### src/rtl/accum_tile_ctrl.sv
// Accumulator write-path and output-drain sequencer for one systolic output tile group.
// Streams num_row row writes per K-tile, clears the skew pipeline, then hands off to the output controller.
module accum_tile_ctrl #(
    parameter int SYS_COL    = 4,
    parameter int ACCUM_SIZE = 16,
    parameter int DRAIN_CYC  = 7,
    localparam int ACCUM_ROW  = ACCUM_SIZE / SYS_COL,
    localparam int ADDR_WIDTH = ($clog2(ACCUM_ROW) > 0) ? $clog2(ACCUM_ROW) : 1
) (
    input  logic                  clk,
    input  logic                  rstn,
    input  logic                  start,
    input  logic [15:0]           num_row,
    input  logic [7:0]            num_tile,
    input  logic [7:0]            out_base_addr,
    input  logic                  tile_valid,
    output logic                  tile_ready,
    output logic                  wr_en_ctrl,
    output logic [ADDR_WIDTH-1:0] wr_addr_ctrl,
    output logic                  accum_mode,
    output logic                  accum_rstn,
    output logic                  out_en,
    output logic [7:0]            out_base,
    output logic [15:0]           out_num_row,
    input  logic                  out_done,
    output logic [7:0]            tile_idx,
    output logic                  busy,
    output logic                  done
);

    localparam int DCW = ($clog2(DRAIN_CYC) > 0) ? $clog2(DRAIN_CYC) : 1;
    localparam logic [DCW-1:0] DRAIN_LAST  = DCW'(DRAIN_CYC - 1);
    localparam logic [15:0]    ACCUM_ROW_W = 16'(ACCUM_ROW);

    typedef enum logic [2:0] {
        IDLE,
        WAIT_TILE,
        WRITE,
        DRAIN,
        CLEAR,
        OUT_START,
        OUT_WAIT,
        DONE
    } state_t;

    state_t         state;
    logic [15:0]    num_row_l;
    logic [7:0]     num_tile_l;
    logic [DCW-1:0] drain_cnt;

    logic [15:0]    num_row_clamp;
    logic           last_row;
    logic           more_tiles;

    always_comb begin
        num_row_clamp = (num_row > ACCUM_ROW_W) ? ACCUM_ROW_W : num_row;
        last_row      = (16'(wr_addr_ctrl) == (num_row_l - 16'd1));
        more_tiles    = (({1'b0, tile_idx} + 9'd1) < {1'b0, num_tile_l});
    end

    always_ff @(posedge clk) begin
        if (!rstn) begin
            state        <= IDLE;
            num_row_l    <= '0;
            num_tile_l   <= '0;
            drain_cnt    <= '0;
            tile_ready   <= 1'b0;
            wr_en_ctrl   <= 1'b0;
            wr_addr_ctrl <= '0;
            accum_mode   <= 1'b0;
            accum_rstn   <= 1'b1;
            out_en       <= 1'b0;
            out_base     <= '0;
            out_num_row  <= '0;
            tile_idx     <= '0;
            busy         <= 1'b0;
            done         <= 1'b0;
        end else begin
            case (state)
                IDLE: begin
                    if (start) begin
                        num_row_l   <= num_row_clamp;
                        num_tile_l  <= num_tile;
                        out_base    <= out_base_addr;
                        out_num_row <= num_row_clamp;
                        tile_idx    <= '0;
                        accum_mode  <= 1'b0;
                        busy        <= 1'b1;
                        // Empty work skips straight to completion without touching the accumulator.
                        if (num_row_clamp == 16'd0 || num_tile == 8'd0) begin
                            done  <= 1'b1;
                            state <= DONE;
                        end else begin
                            tile_ready <= 1'b1;
                            state      <= WAIT_TILE;
                        end
                    end
                end
                WAIT_TILE: begin
                    if (tile_valid) begin
                        tile_ready   <= 1'b0;
                        wr_en_ctrl   <= 1'b1;
                        wr_addr_ctrl <= '0;
                        state        <= WRITE;
                    end
                end
                WRITE: begin
                    if (last_row) begin
                        wr_en_ctrl   <= 1'b0;
                        wr_addr_ctrl <= '0;
                        drain_cnt    <= '0;
                        state        <= DRAIN;
                    end else begin
                        wr_addr_ctrl <= wr_addr_ctrl + 1'b1;
                    end
                end
                DRAIN: begin
                    if (drain_cnt == DRAIN_LAST) begin
                        accum_rstn <= 1'b0;
                        state      <= CLEAR;
                    end else begin
                        drain_cnt <= drain_cnt + 1'b1;
                    end
                end
                CLEAR: begin
                    accum_rstn <= 1'b1;
                    if (more_tiles) begin
                        tile_idx   <= tile_idx + 8'd1;
                        accum_mode <= 1'b1;
                        tile_ready <= 1'b1;
                        state      <= WAIT_TILE;
                    end else begin
                        out_en <= 1'b1;
                        state  <= OUT_START;
                    end
                end
                OUT_START: begin
                    out_en <= 1'b0;
                    state  <= OUT_WAIT;
                end
                OUT_WAIT: begin
                    if (out_done) begin
                        done  <= 1'b1;
                        state <= DONE;
                    end
                end
                DONE: begin
                    done       <= 1'b0;
                    busy       <= 1'b0;
                    accum_mode <= 1'b0;
                    state      <= IDLE;
                end
                default: state <= IDLE;
            endcase
        end
    end

endmodule

### config.mk
export PLATFORM = sky130hd
export DESIGN_NAME = accum_tile_ctrl
export DESIGN_NICKNAME = d
export VERILOG_FILES = /design/src/rtl/accum_tile_ctrl.sv
export SDC_FILE = /design/constraint.sdc
export NUM_CORES = 1
export LEC_CHECK = 0
export CAP_MARGIN = 30
export CELL_PAD_IN_SITES_DETAIL_PLACEMENT = 0
export CELL_PAD_IN_SITES_GLOBAL_PLACEMENT = 1
export CORE_MARGIN = 4
export CORE_UTILIZATION = 32
export CTS_BUF_LIST = sky130_fd_sc_hd__clkbuf_4
export CTS_CLUSTER_DIAMETER = 50
export DETAILED_ROUTE_END_ITERATION = 6
export MAX_ROUTING_LAYER = met4
export PLACE_DENSITY = 0.77
export SETUP_SLACK_MARGIN = 0.02
export SYNTH_ARGS = -nofsm -noshare
export SYNTH_HDL_FRONTEND = slang
export SYNTH_SLANG_ARGS = --single-unit
### constraint.sdc
create_clock -name clk -period 2.8 [get_ports clk]
set_clock_uncertainty 0.05 [all_clocks]
set_input_delay 0.7 -clock clk [delete_from_list [all_inputs] [get_ports clk]]
set_output_delay 0.7 -clock clk [all_outputs]
set_load 0.05 [all_outputs]
## Word level (Yosys, flattened, before mapping)

Index checks and enable logic that the tools add are counted.

- Bitwise operators: 0
- Reductions and logical operators: 25
- Shifts and indexed selects: 0
- Magnitude comparators: 2
- Multipliers: 0
- Divide/modulo/power cells: 0
- $add $sub $neg: 5
- Eq/ne operators: 19
- Muxes and demuxes: 38

Operators by type and width:

| kind | count |
|---|---|
| 3-bit two-way mux | 9 |
| 3-bit case mux with 8 select lines | 1 |
| 2-bit inequality test (second input constant) | 10 |
| 2-bit by 16-bit == test with 1-bit output | 1 |
| 16-bit by 3-bit > comparator with 1-bit output (second input constant) | 1 |
| 16-bit zero test | 1 |
| 16-bit two-way mux | 1 |
| 8-bit two-way mux | 2 |
| 8-bit case mux with 2 select lines | 1 |
| 16-bit by 1-bit subtractor with 16-bit output (second input constant) | 1 |
| 3-bit == test (second input constant) | 5 |
| 1-bit two-way mux | 13 |
| 3-bit AND reduction | 4 |
| 2-bit nonzero test | 6 |
| 2-bit AND reduction | 5 |
| 5-bit AND reduction | 2 |
| 8-bit by 1-bit adder with 9-bit output (second input constant) | 1 |
| 9-bit by 8-bit < comparator with 1-bit output | 1 |
| 1-bit case mux with 3 select lines | 3 |
| 3-bit nonzero test | 3 |
| 8-bit by 1-bit adder with 8-bit output (second input constant) | 1 |
| 8-bit zero test | 1 |
| 1-bit case mux with 2 select lines | 4 |
| 3-bit by 2-bit == test with 1-bit output (second input constant) | 2 |
| other kinds (9) | 10 |

- Memories kept: 0
- Latch bits: 0
- Logic and storage cells: 103
- Register bits after elaboration: 55
- Memory bits (writable): 0
- Bits of input ports: 37
- Bits in read-only memories: 0

## Logic depth before layout (Yosys ltp)

Gate-level depths: netlist of run 1.

- Depth after elaboration: 7
- Depth in mapped cells: 12
- Mapped depth without buffers: 11

## Least setup slack after synthesis of run 1

Ideal clock, no wire load.

- Path kind: flip-flop to flip-flop
- Start point: register tile_idx[2]
- End point: register tile_idx[4]
- Slack: -310 ps
- Period minus slack after synthesis: 3110 ps
- Arrival: 2985 ps
- Cell stages (with the launch flop): 13
- Cells stage by stage: dfxtp_1 nand3_1 nor2_1 nor2b_1 or2_2 ha_1 nand3_1 or3_1 o211ai_1 nor2_1 clkbuf_1 nand4b_1 o21ai_0

- Word-level cells in the longest chain between the ends: 4

Ends and longest elaborated chain:

| what | RTL line | source |
|---|---|---|
| from (decl) | 26 | `output logic [7:0] tile_idx,` |
| from (signal assigned) | 128 | `tile_idx <= tile_idx + 8'd1;` |
| 8-bit by 1-bit adder with 9-bit output | 58 | `more_tiles = (({1'b0, tile_idx} + 9'd1) < {1'b0, num_tile_l});` |
| 9-bit by 8-bit < comparator with 1-bit output | 58 |  |
| 2-bit inequality test (no line) | n/a |  |
| 3-bit AND reduction (no line) | n/a |  |

Parallel ways exist; a longest one is shown, timed or not. The select of a mux whose other input is x is not followed.
A chain may end at the register's enable or synchronous reset.

## Worst setup path in the final report of run 1

- Start point: register tile_idx[0]
- End point: register tile_idx[6]

The elaborated chain is that of the path after synthesis.

==> run summary, run 1 <==
Status -> complete, no violations
Setup Slack @ Placement -> 55.74 ps
Final Hold Viols -> 0
Post-Syn Area per Cell -> 8.066 sq um
Clk_lat worst skew -> 370 ps
Critical Path AT -> 2870 ps
Delay of the slowest critical-path stage -> 420 ps
Fmax -> 382.9 MHz
Grt ovf -> 0
Top cell by count, worst path -> nand3_2
HPWL after DPL -> 5605 microns
Crit. End Element -> flip-flop
# DRC -> 0
Synth unique cells -> 48
Final nets -> 468
Gate Count Post-Synth -> 338
Area grow syn2layout -> 42.59%
CTS tree -> yes
Setup violations, final -> 0
Largest net degree at the start of global routing -> 34
Final WL -> 7611 microns
WHS -> 414.0 ps
Post-CTS Hold Fix Bufs -> 0
I/O pins -> 78
Row count -> 33
Core Box Area -> 0.008258 sq mm
Final Critical Period -> 2612 ps
WP data required -> 3060 ps
Routability cong. -> 0.9180
Commonest cells after routing, fill and taps aside -> clkdlybuf4s50_1, nand2_1, dfxtp_1
Crit-path cells -> ha_4 -> nand3_2 -> nor2_4 -> xor2_1 -> ha_1 -> nand3_2 -> or3_4 -> o211ai_1 -> buf_4 -> o21a_4 -> nand2_1 -> a31oi_1
Number of max-cap violations -> 0
Switch share -> 32.06%
#FFs+latches synth -> 55
DIE AREA -> 0.01006 sq mm
Final Max Tran Viols -> 0
Worst-path fanout max -> 6
Antenna violations before repair -> 0
Worst-margin pin slew -> 535.3 ps
Crit path max-delay cell type -> dfxtp_4
RSZ-0062 raised after global routing -> no
CTS Buf Count -> 5
Layout cells sized above 1 -> 13.30%
Setup slack after layout -> 188.4 ps
Final Instance Count excl. Fillers -> 526
Post-Syn Nets -> 386
Vias in the first global route -> 2567
Port bufs -> 77
Internal Pwr Total -> 1.091 mW
Worst vdd ir -> 0.2464 mV
Yosys warning count -> 0
Clk slew on worst S/H paths -> 160 ps
CTS Buffer Depth -> 2
Fillers -> 789
Die Span X -> 100.3 microns
Worst Setup Start Kind -> flip-flop
Global-route wire length before repair -> 12420 microns
Logic pwr share -> 25.1%
Ys async rst share -> 0%
Fin Setup TNS -> 0 ps
Synthesized cell area -> 0.002726 sq mm
Commonest non-fill, non-tap cell in the layout -> clkdlybuf4s50_1
Sequential power share -> 52.6%
Height of the die -> 100.3 microns
Vias per cell -> 5.137
Num Clock Sinks -> 55
Tcrit/Tclk final -> 93.27%
Static leakage -> 1.475 nW
Net Sw Power -> 0.5147 mW
Vias -> 2702
Primary FF master, synth -> dfxtp_1
Register area share after synthesis -> 40.39%
Power density cells -> 412.9 mW/mm^2
Hold Crit Class -> flip-flop to flip-flop
Number of flops mapped to enable cells by yosys -> 0
Cells after DPL -> 515
Rel. slew slack -> 64.20%
Initial Utilization -> 33.02%
Clock share of power -> 22.3%
DR iter-0 viols -> 138
Total track usage -> 15.52%
DR pass1 iterations -> 4
Setup CP Type -> flip-flop to flip-flop
H-tree Lvls -> 2
Clk root buf -> clkbuf_4
Ant. Diodes -> 0
Final ANT Viol Nets -> 0
DR WL/cell -> 14.47 microns
==> per-stage QoR <==
step	utilization, %	area, sq um	total power, mW
2_1_floorplan	-	2741	1.099
3_3_place_gp	44.70	3691	1.252
3_5_place_dp	44.70	3691	1.254
4_1_cts	45.42	3751	1.618
5_1_grt	47.08	3887	1.707
6_report	47.08	3887	1.605
==> critical path, delay by kind of cell (launching register included) <==
family / cells / cell delay, ps
compound gates: 3 / 540
flops: 1 / 420
fa+ha+maj: 2 / 480
buf+inv: 1 / 180
simple gates: 5 / 780
xor+xnor: 1 / 80
==> logic make-up (layout without fill, tap and decap cells) <==
logic type / Yosys count / in the layout / share of synthesized area, %
simple gates: 157 / 157 / 30.01
compound gates: 72 / 72 / 16.20
flops: 55 / 55 / 40.39
buf+inv: 32 / 115 / 4.405
fa+ha+maj: 11 / 11 / 5.048
xor+xnor: 9 / 9 / 3.166
mux: 2 / 2 / 0.7802
==> routing by layer <==
metal / vias up / routed length (microns) / share of wire (%) / track usage [%]
met5: - / 0 / 0 / -
met2: 90 / 3426 / 45 / 23.60
li1: 1359 / - / - / -
met3: 8 / 504 / 6.6 / 3.753
met1: 1245 / 3582 / 47 / 20.80
met4: 0 / 98 / 1.3 / 3.834
==> area by class of cell <==
class | instances | area, sq um | area share [%]
clock inverter | 2 | 12.51 | 0.3219
sequential | 55 | 1121 | 28.84
inverter | 14 | 52.55 | 1.352
multi-input combinational | 251 | 1618 | 41.62
tap | 105 | 131.4 | 3.379
timing repair buffer | 93 | 907.1 | 23.33
clock buffer | 6 | 45.04 | 1.159
==> cell usage after synthesis (2+ instances only) <==
| cell type | count | area, sq um |
|---|---|---|
| o21a_1 | 4 | 30.03 |
| a211oi_1 | 3 | 22.52 |
| a22oi_1 | 2 | 15.01 |
| xnor2_1 | 4 | 35.03 |
| nand4_1 | 2 | 12.51 |
| nor4_1 | 7 | 43.79 |
| o21ai_0 | 11 | 55.05 |
| xor2_1 | 4 | 35.03 |
| or4_1 | 3 | 22.52 |
| a21oi_1 | 35 | 175.2 |
| o211ai_1 | 4 | 30.03 |
| nand4b_1 | 6 | 52.55 |
| nor2_1 | 26 | 97.59 |
| ha_1 | 11 | 137.6 |
| nor2b_1 | 8 | 50.05 |
| inv_1 | 14 | 52.55 |
| a221oi_1 | 2 | 17.52 |
| or2_2 | 3 | 18.77 |
| a31oi_1 | 2 | 12.51 |
| nand3_1 | 14 | 70.07 |
| dfxtp_1 | 55 | 1101 |
| nand2b_1 | 3 | 18.77 |
| and3_1 | 13 | 81.33 |
| nor3b_1 | 5 | 37.54 |
| nand2_1 | 52 | 195.2 |
| clkbuf_1 | 17 | 63.81 |
| nor3_1 | 7 | 35.03 |
==> flip-flops by register name (all words and copies together), names as in the netlist, 2 cells and up <==
register      count
drain_cnt         3
state             3
tile_idx          8
num_tile_l        8
out_base          8
wr_addr_ctrl      2
num_row_l        16
==> final timing paths <==
| kind | from | end | slack [ps] | depth (start not counted) |
|---|---|---|---|---|
| worst max-delay path | tile_idx[0]$_SDFFE_PN0P_ | tile_idx[6]$_SDFFE_PN0P_ | 190 | 12 |
| worst min-delay path | out_base[3]$_SDFFE_PN0P_ | out_base[3]$_SDFFE_PN0P_ | 410 | 2 |
| worst max register to register | tile_idx[0]$_SDFFE_PN0P_ | tile_idx[6]$_SDFFE_PN0P_ | 190 | 12 |
| worst min register to register | out_base[3]$_SDFFE_PN0P_ | out_base[3]$_SDFFE_PN0P_ | 410 | 2 |
==> power groups by stage <==
stage	Combinational [mW]	Clock, mW	Sequential (mW)
2_1_floorplan	0.182	0	0.917
3_3_place_gp	0.389	0	0.863
3_5_place_dp	0.390	0	0.864
4_1_cts	0.391	0.380	0.847
5_1_grt	0.439	0.415	0.853
6_report	0.402	0.358	0.845
==> repair_timing <==
action,in CTS,in global routing
pin swaps,0,8
buffers inserted,0,3
gates resized for setup,1,23
setup endpoints to repair,1,11
hold endpoints to repair,0,0
(Power assumes the default switching activity.)
==> inputs of run 2 (changes only) <==
Settings changed: CAP_MARGIN 30 to 20.
==> results of run 2 <==
The final DEF is identical to that of run 1; final timing and power are the same.
==> inputs of run 3 (changes only) <==
Settings changed: CORE_UTILIZATION 32 to 31, CTS_BUF_LIST sky130_fd_sc_hd__clkbuf_4 to unset, PLACE_DENSITY 0.77 to 0.75.
==> run summary, run 3 (same netlist as run 1, synthesis figures left out) <==
Die Span X -> 101.8 microns (+1.5%)
RSZ-0062 raised after global routing -> no
Fin Setup TNS -> 0 ps (unchanged)
WP data required -> 3000 ps (-60 ps)
Clk root buf -> clkbuf_8
# DRC -> 0 (unchanged)
DR WL/cell -> 14.14 microns (-2.3%)
CTS Buf Count -> 5 (unchanged)
WHS -> 408.1 ps (-5.894 ps)
Status -> complete, no violations
Crit. Startpoint -> tile_idx[0]$_SDFFE_PN0P_
Largest net degree at the start of global routing -> 29 (-15%)
Final nets -> 469 (+0.21%)
CTS tree -> yes
Total track usage -> 15.31% (-0.21 points)
Vias per cell -> 5.023 (-2.2%)
Worst Setup Start Kind -> flip-flop
Biggest register -> num_row_l
Tcrit/Tclk final -> 94.55% (+1.3 points)
Clk slew on worst S/H paths -> 110 ps (-50 ps)
I/O pins -> 78 (unchanged)
Worst vdd ir -> 0.2387 mV (-3.1%)
Clk_lat worst skew -> 310 ps (-60 ps)
Cells after DPL -> 516 (+0.19%)
Height of the die -> 101.8 microns (+1.5%)
Rel. slew slack -> 52.31% (-12 points)
DR pass1 iterations -> 4 (unchanged)
CP endpoint -> tile_idx[6]$_SDFFE_PN0P_
Antenna violations before repair -> 0 (unchanged)
RR Endpoint -> tile_idx[6]$_SDFFE_PN0P_
Ant. Diodes -> 0 (unchanged)
Crit. End Element -> flip-flop
Final ANT Viol Nets -> 0 (unchanged)
Final Max Tran Viols -> 0 (unchanged)
Vias -> 2647 (-2.0%)
H-tree Lvls -> 2 (unchanged)
DIE AREA -> 0.01036 sq mm (+3.0%)
Grt ovf -> 0 (unchanged)
Port bufs -> 77 (unchanged)
Final Critical Period -> 2647 ps (+35.68 ps)
Critical Path AT -> 2850 ps (-20 ps)
Power density cells -> 455.7 mW/mm^2 (+10%)
Setup violations, final -> 0 (unchanged)
Flop2flop setup slack -> 150 ps (-40 ps)
Static leakage -> 1.465 nW (-0.67%)
Layout cells sized above 1 -> 12.56% (-0.74 points)
Fmax -> 377.7 MHz (-1.3%)
Vias in the first global route -> 2570 (+0.12%)
Row count -> 33 (unchanged)
Worst-case reg-to-reg path depth -> 12 (unchanged)
Final Instance Count excl. Fillers -> 527 (+0.19%)
Setup CP Type -> flip-flop to flip-flop
Hold Crit Class -> flip-flop to flip-flop
Worst-path fanout max -> 11 (+5)
R2R Path Start -> tile_idx[0]$_SDFFE_PN0P_
Core Box Area -> 0.008382 sq mm (+1.5%)
Num Clock Sinks -> 55 (unchanged)
Area grow syn2layout -> 41.76%
Worst-margin pin slew -> 714.4 ps (+179.1 ps)
Max FFs per register -> 16 (unchanged)
Commonest non-fill, non-tap cell in the layout -> clkdlybuf4s50_1
Global-route wire length before repair -> 12310 microns (-0.89%)
Final Hold Viols -> 0 (unchanged)
DR iter-0 viols -> 109 (-21%)
HPWL after DPL -> 5491 microns (-2.0%)
Initial Utilization -> 32.53% (-0.49 points)
Commonest cells after routing, fill and taps aside -> clkdlybuf4s50_1, nand2_1, dfxtp_1
CTS Buffer Depth -> 2 (unchanged)
Post-CTS Hold Fix Bufs -> 0 (unchanged)
Final WL -> 7451 microns (-2.1%)
Number of max-cap violations -> 0 (unchanged)
Routability cong. -> 0.8193 (-11%)
run 3: layout make-up:
type                            count  area [sq um]
Clock buffer                        6         93.84
Inverter                           14         52.55
Clock inverter                      2         17.52
Multi-Input combinational cell    251          1551
Fill cell                         852          4517
Sequential cell                    55          1116
Tap cell                          105         131.4
Timing Repair Buffer               94         902.1
run 3: worst min path at each step:
stage / start / to / slack, ps / cells after the start
2_1_floorplan: num_tile_l[1]$_SDFFE_PN0P_ / num_tile_l[1]$_SDFFE_PN0P_ / 390 / 2
3_3_place_gp: out_base[7]$_SDFFE_PN0P_ / out_base[7]$_SDFFE_PN0P_ / 390 / 2
3_5_place_dp: out_base[6]$_SDFFE_PN0P_ / out_base[6]$_SDFFE_PN0P_ / 400 / 2
4_1_cts: out_base[6]$_SDFFE_PN0P_ / out_base[6]$_SDFFE_PN0P_ / 410 / 2
5_1_grt: num_tile_l[5]$_SDFFE_PN0P_ / num_tile_l[5]$_SDFFE_PN0P_ / 430 / 2
6_report: out_base[6]$_SDFFE_PN0P_ / out_base[6]$_SDFFE_PN0P_ / 410 / 2
run 3: power breakdown:
group          switching (mW)  total (mW)  internal (mW)
Combinational           0.230       0.396          0.166
Sequential             0.0307       0.845          0.814
Clock                   0.284       0.520          0.236
Total                   0.545        1.76           1.22
run 3: timing repair:
item	in CTS	in global routing
buffers inserted	0	3
resized for setup	0	11
endpoints found under the hold margin	0	0
endpoints found under the setup margin	0	9
run 3: critical path, cell delays in order, from the launching register on:
cell,delay [ps]
dfxtp_4,390
ha_2,210
nand3_2,90
nor2_2,170
xor2_1,170
ha_1,260
a21oi_1,160
o22ai_1,90
a311o_1,370
nor2_1,150
buf_6,160
nand4b_1,120
a31oi_1,190
run 3: stage by stage:
stage	area, sq um	worst slack [ps]	power, mW	util (%)
2_1_floorplan	2741	25.10	1.099	-
3_3_place_gp	3686	147.3	1.250	43.98
3_5_place_dp	3686	89.53	1.254	43.98
4_1_cts	3797	65.66	1.777	45.31
5_1_grt	3865	5.601	1.853	46.11
6_report	3865	152.7	1.761	46.11
run 3: metal layers:
layer	wire [microns]	track usage, %
met1	3611	20.07
met5	0	-
met2	3347	24.04
met4	76	3.374
met3	417	3.581
